[src/rtl/nco_freq_meas.sv]
// Gated rising-edge counter: reports sig_in frequency as an NCO phase increment.
// Optional build macro NCO_FREQ_MEAS_SYNC_EN adds a 2-flop input synchronizer.
module nco_freq_meas #(
  parameter  int GATE_LOG2 = 20,
  parameter  int PHASE_W   = 64,
  localparam int CNT_W     = GATE_LOG2
) (
  input  logic               clk,
  input  logic               rst_n,
  input  logic               sig_in,
  input  logic               start,
  input  logic               continuous,
  output logic               meas_valid,
  input  logic               meas_ready,
  output logic [PHASE_W-1:0] phase_inc_meas,
  output logic [CNT_W-1:0]   edge_count,
  output logic               busy,
  output logic               overrun
);

  typedef enum logic [1:0] {IDLE, GATE, HOLD} state_t;

  localparam logic [GATE_LOG2-1:0] GATE_ONE = GATE_LOG2'(1);

  state_t               state_reg, state_next;
  logic                 sig_s, sig_d_reg, edge_det;
  logic [GATE_LOG2-1:0] gate_cnt_reg;
  logic [CNT_W-1:0]     edge_cnt_reg, res_cnt_reg;
  logic                 load_reg, cont_reg, gate_last;
  logic                 meas_valid_reg, overrun_reg;
  logic [CNT_W-1:0]     edge_count_reg;
  logic [PHASE_W-1:0]   phase_reg;

`ifdef NCO_FREQ_MEAS_SYNC_EN
  logic [1:0] sync_reg;
  always_ff @(posedge clk or negedge rst_n) begin
    if (!rst_n) sync_reg <= 2'b00;
    else        sync_reg <= {sync_reg[0], sig_in};
  end
  assign sig_s = sync_reg[1];
`else
  assign sig_s = sig_in;
`endif

  assign edge_det  = sig_s & ~sig_d_reg;
  assign gate_last = (state_reg == GATE) && (&gate_cnt_reg);

  // State register
  always_ff @(posedge clk or negedge rst_n) begin
    if (!rst_n) state_reg <= IDLE;
    else        state_reg <= state_next;
  end

  // Next-state logic
  always_comb begin
    state_next = state_reg;
    case (state_reg)
      IDLE: if (start | continuous) state_next = GATE;
      GATE: if (gate_last) state_next = (cont_reg & continuous) ? GATE : HOLD;
      HOLD: if (meas_valid_reg & meas_ready & ~load_reg) state_next = IDLE;
      default: state_next = IDLE;
    endcase
  end

  // Output logic
  always_comb begin
    busy = (state_reg == GATE);
  end

  // Gate/edge counters; the final count is staged for one cycle so that in
  // back-to-back gates the counter can restart while the result is loaded.
  always_ff @(posedge clk or negedge rst_n) begin
    if (!rst_n) begin
      sig_d_reg    <= 1'b0;
      gate_cnt_reg <= '0;
      edge_cnt_reg <= '0;
      res_cnt_reg  <= '0;
      load_reg     <= 1'b0;
      cont_reg     <= 1'b0;
    end else begin
      sig_d_reg <= sig_s;
      load_reg  <= gate_last;
      if (state_reg == IDLE) begin
        gate_cnt_reg <= '0;
        edge_cnt_reg <= '0;
        cont_reg     <= continuous;
      end else if (state_reg == GATE) begin
        gate_cnt_reg <= gate_cnt_reg + GATE_ONE;
        if (gate_last) begin
          res_cnt_reg  <= edge_cnt_reg + CNT_W'(edge_det);
          edge_cnt_reg <= '0;
        end else begin
          edge_cnt_reg <= edge_cnt_reg + CNT_W'(edge_det);
        end
      end
    end
  end

  // Result register with valid/ready handshake; a reload always wins.
  always_ff @(posedge clk or negedge rst_n) begin
    if (!rst_n) begin
      meas_valid_reg <= 1'b0;
      overrun_reg    <= 1'b0;
      edge_count_reg <= '0;
      phase_reg      <= '0;
    end else if (load_reg) begin
      edge_count_reg <= res_cnt_reg;
      phase_reg      <= {res_cnt_reg, {(PHASE_W-GATE_LOG2){1'b0}}};
      meas_valid_reg <= 1'b1;
      if (meas_valid_reg & ~meas_ready) overrun_reg <= 1'b1;
    end else if (meas_valid_reg & meas_ready) begin
      meas_valid_reg <= 1'b0;
    end
  end

  assign meas_valid     = meas_valid_reg;
  assign overrun        = overrun_reg;
  assign edge_count     = edge_count_reg;
  assign phase_inc_meas = phase_reg;

endmodule

[config.mk]
export PLATFORM = sky130hd
export DESIGN_NAME = nco_freq_meas
export DESIGN_NICKNAME = d
export VERILOG_FILES = /design/src/rtl/nco_freq_meas.sv
export SDC_FILE = /design/constraint.sdc
export NUM_CORES = 1
export LEC_CHECK = 0
export CORE_ASPECT_RATIO = 1.4
export CORE_MARGIN = 4
export CORE_UTILIZATION = 54
export CTS_BUF_LIST = sky130_fd_sc_hd__clkbuf_2
export DETAILED_ROUTE_END_ITERATION = 7
export PLACE_DENSITY = 0.95
export SLEW_MARGIN = 20
export SYNTH_ARGS = -nofsm -noshare
export SYNTH_HDL_FRONTEND = slang
export SYNTH_SLANG_ARGS = --single-unit
[constraint.sdc]
create_clock -name clk -period 2.1 [get_ports clk]
set_input_delay 0.42 -clock clk [delete_from_list [all_inputs] [get_ports clk]]
set_output_delay 0.42 -clock clk [all_outputs]
set_load 0.01 [all_outputs]
## Word-level counts from Yosys, hierarchy flattened

Index checks and enable logic that the tools add are counted.

| operators by class | value |
|---|---|
| add/sub/neg operators | 2 |
| equal/unequal tests | 5 |
| mux-type cells | 12 |
| bitwise gates (word level) | 10 |
| reduce and logical (&&, ||, !) cells | 8 |

Operator list:

| cell | number |
|---|---|
| $mux W20 | 5 |
| $add A20 B1 Y20 | 1 |
| $add A20 B1 Y20 const B | 1 |
| $reduce_and A20 Y1 | 1 |
| $mux W2 | 4 |
| $pmux W2 S3 | 1 |
| $reduce_and A3 Y1 | 2 |
| $and A1 B1 Y1 | 5 |
| $ne A2 B2 Y1 const B | 2 |
| $not A1 Y1 | 4 |
| $reduce_bool A2 Y1 | 2 |
| $eq A2 B1 Y1 const B | 1 |
| $eq A2 B2 Y1 const B | 1 |
| $logic_not A2 Y1 | 1 |
| $mux W1 | 2 |
| $ne A2 B1 Y1 const B | 1 |
| $reduce_and A2 Y1 | 1 |
| $logic_and A1 B1 Y1 | 1 |
| $or A1 B1 Y1 | 1 |

| storage, ports and cells | value |
|---|---|
| register bits after elaboration | 87 |
| input bits | 6 |
| output and inout bits | 87 |

## Depth between registers and ports, before layout

| logic depth | value |
|---|---|
| word-level depth | 6 |
| depth in mapped cells | 9 |

## Worst setup path after synthesis

Ideal clock, no wire load.

| timing path | value |
|---|---|
| kind | input to register |
| start point | in sig_in |
| end point | reg res_cnt_reg[18] |
| arrival | 1.869 ns |
| setup slack | 0.103 ns |
| stages on the path | 9 |
| buffers on the path | 1 |
| path through | nor2b_1 > ha_1 > ha_1 > and2_1 > and3_1 > buf_4 > nand4_1 > xnor2_1 > mux2_1 |

| between the ends | value |
|---|---|
| word-level cells in the longest chain between the ends | 2 |

Ends and longest elaborated chain:

| element | RTL line | RTL |
|---|---|---|
| from (decl) | 10 | `input logic sig_in,` |
| $and A1 B1 Y1 | 45 | `assign edge_det = sig_s & ~sig_d_reg;` |
| $add A20 B1 Y20 | 90 | `res_cnt_reg <= edge_cnt_reg + CNT_W'(edge_det);` |
| to (signal assigned) | 90 |  |
| to (decl) | 28 | `logic [CNT_W-1:0] edge_cnt_reg, res_cnt_reg;` |

No other way between the ends.
A chain may end at the register's enable or synchronous reset.

## Worst setup path in the final report

| timing path | value |
|---|---|
| start point | reg gate_cnt_reg[0] |
| end point | reg res_cnt_reg[18] |

| between the ends | value |
|---|---|
| word-level cells in the longest chain between the ends | 3 |

Ends and longest elaborated chain:

| element | RTL line | RTL |
|---|---|---|
| from (decl) | 27 | `logic [GATE_LOG2-1:0] gate_cnt_reg;` |
| from (signal assigned) | 88 | `gate_cnt_reg <= gate_cnt_reg + GATE_ONE;` |
| $reduce_and A20 Y1 | 46 | `assign gate_last = (state_reg == GATE) && (&gate_cnt_reg);` |
| $logic_and A1 B1 Y1 | 46 |  |
| $reduce_and A3 Y1 (no source line) | n/a |  |

No other way between the ends.

==> run_results.csv <==
group,metric,value,unit
die,start_util,56.2,%
die,core_region_area,8300,µm²
sta,timing.hold.ws,0.286,ns
yosys,synth_most_common_cell,"dfrtp_1",
sta,fin_crit,1.98,ns
yosys,synthFlopType,"dfrtp_1",
clock_tree,cts_sinks,87,
place,port_buffers,48,
clock_tree,root_buffer,"clkbuf_2",
global_routing,gr-usage-met2,31.6,%
outcome,status,"finished, final reports clean",
yosys,yosysTopAreaCell,"dfrtp_1",
place,place.gp.congestion,0.838,
sta,slew_viol_final,0,
critical_path,crit_required,2.52,ns
global_routing,grt_max_degree,46,
place,place.detailed.hpwl,6.41,mm
route,drt-total-wl,8.67,mm
clock_tree,clk_pin_slew,0.25,ns
critical_path,critPathMaxFanout,5,
route,wl_per_cell,14.4,µm
yosys,async_reset_ff_share,100,%
clock_tree,cts_buffers,9,
route,route.detailed.drc,0,
route,via_per_inst,5.35,
sta,finClkSkew,0.0362,ns
cells_and_area,layout-drive-gt1-share,15.9,%
cells_and_area,final_nets,502,
cells_and_area,num_antenna_cells,0,
yosys,synth_top_area_share,46.7,%
yosys,synth_cell_types,52,
global_routing,grt_use_total,17.6,%
global_routing,grt-ovfl-total,0,
yosys,ys_seq_area_share,46.7,%
die,rows,39,
sta,max_freq,504,MHz
yosys,yosys_warnings,0,
power_and_ir_drop,p_leak,2.44,nW
sta,finalSetupViolCount,0,
critical_path,slowest_delay,0.46,ns
flow_run,maxCapViolCount,0,
yosys,synthesis.area,4660,µm²
sta,hold_viol_final,0,
critical_path,startpoint_type,"register",
die,dieWidth,86.5,µm
global_routing,grt_pass1_vias,3239,
power_and_ir_drop,power_density,643,nW/µm²
critical_path,end_kind,"register",
critical_path,startpoint,"gate_cnt_reg[0]",
sta,post-route-period-util,94.4,%
route,first_pass_iters,4,
clock_tree,clockBufferDepth,2,
critical_path,path_buf_inv,0,
clock_tree,insertion_delay,0.54,ns
hold_path,hold_class,"primary input to async pin",
route,ant_nets,0,
global_routing,grt_pass1_wl,14.7,mm
yosys,synthCells,453,
yosys,synth_seq_cells,87,
clock_tree,cts_tree,"built",
critical_path,crit_arrival,2.40,ns
yosys,synth_common_cells,"dfrtp_1, buf_4, nand2_1",
yosys,synth.area.top_cells,"dfrtp_1, buf_4, mux2_2",
cells_and_area,area_growth,11.2,%
sta,rsz0062_at_grt,"no",
critical_path,path_cells,"ha_1 > nand4_2 > nand2b_4 > nor4_4 > nand2_2 > mux2_1",
sta,tns,0,ns
route,drt_first_iter_violations,279,
global_routing,grtUsageMet3,4.13,%
global_routing,antenna_found_initial,0,
power_and_ir_drop,power,0.00334,W
critical_path,critical_path_class,"register to register",
global_routing,grt.met1_usage,20.4,%
clock_tree,htree_levels,3,
critical_path,path_delay_family,"simple AND/OR/NAND/NOR gates",
critical_path,critPathSlowestCell,"dfrtp_1",
power_and_ir_drop,ir_worst_vdd,0.000349,V
die,dieArea,10200,µm²
yosys,syn_area_per_cell,10.3,µm²
global_routing,gr-max-usage-layer,"met2",
die,die_h,118,µm
die,io_pins,93,
yosys,synth-edff-count,0,
critical_path,r2r_start,"gate_cnt_reg[0]",
route,via_count,3212,
==> layout make-up <==
cell class,count,area (µm²)
Sequential cell,87,2180
Inverter,14,52.6
Tap cell,102,128
Clock inverter,5,82.6
Clock buffer,11,55.1
Timing Repair Buffer,69,662
Multi-Input combinational cell,312,2030
Fill cell,633,3110
==> logic make-up after synthesis <==
group | synth area share, %
buf+inv | 13.4
xor+xnor | 4.88
fa+ha+maj | 0.805
compound gates | 8.69
other cells | 0.0804
mux | 8.69
flops | 46.7
simple gates | 16.7
==> cell usage in the layout, fill, tap and decap left out, drive strengths merged, types with 2 or more instances in the layout <==
cell type and instances:
a21o 4, a21oi 21, a221o 2, a22o 7, and2 4, and3 8
and4 3, buf 21, bufinv 2, clkbuf 11, clkdlybuf4s50 46, clkinv 3
conb 44, dfrtp 87, ha 3, inv 14, mux2 28, mux2i 9
nand2 36, nand2b 5, nand3 20, nand3b 2, nand4 12, nand4b 3
nor2 23, nor2b 2, nor3 7, nor4 3, o21ai 27, or3 7
xnor2 14, xor2 12
==> through the flow <==
step / cells / utilization [%] / setup WS, ns / area (µm²)
final: 600 / 62.5 / 0.118 / 5190
after floorplan: 496 / - / 0.103 / 4820
after detailed placement: 582 / 60.6 / -0.504 / 5020
after global placement: 582 / 60.6 / -0.352 / 5020
after CTS: 600 / 62.4 / 0.0386 / 5180
after global routing: 600 / 62.5 / 0.00491 / 5190
==> where the power goes <==
group          internal [W]  switching [W]  leakage, nW
sequential          0.00179       0.000166         1.11
combinational      0.000198       0.000209         1.25
clock              0.000407       0.000562       0.0861
total               0.00240       0.000937         2.44
==> worst paths after layout <==
path / cells after the start / to / slack [ns]
worst max register to register: 6 / res_cnt_reg[18] / 0.12
worst min-delay path: 2 / res_cnt_reg[2] / 0.29
min in group clk: 1 / sig_d_reg / 0.34
max in group asynchronous: 3 / edge_cnt_reg[2] / 1.21
worst max-delay path: 6 / res_cnt_reg[18] / 0.12
worst min register to register: 1 / overrun / 0.50
==> timing repair <==
| item | in CTS | in global routing |
|---|---|---|
| endpoints found under the hold margin | 25 | 0 |
| buffers inserted | 1 | 0 |
| resized for setup | 1 | 2 |
| cloned | 0 | 0 |
| hold buffers | 1 | 0 |
| endpoints found under the setup margin | 1 | 3 |
==> layer usage <==
metal / routed length, µm / vias up
met1: 3340 / 1572
li1: - / 1524
met3: 469 / 13
met5: 0 / -
met4: 127 / 0
met2: 4730 / 103
Power figures use the tool's default switching activity.
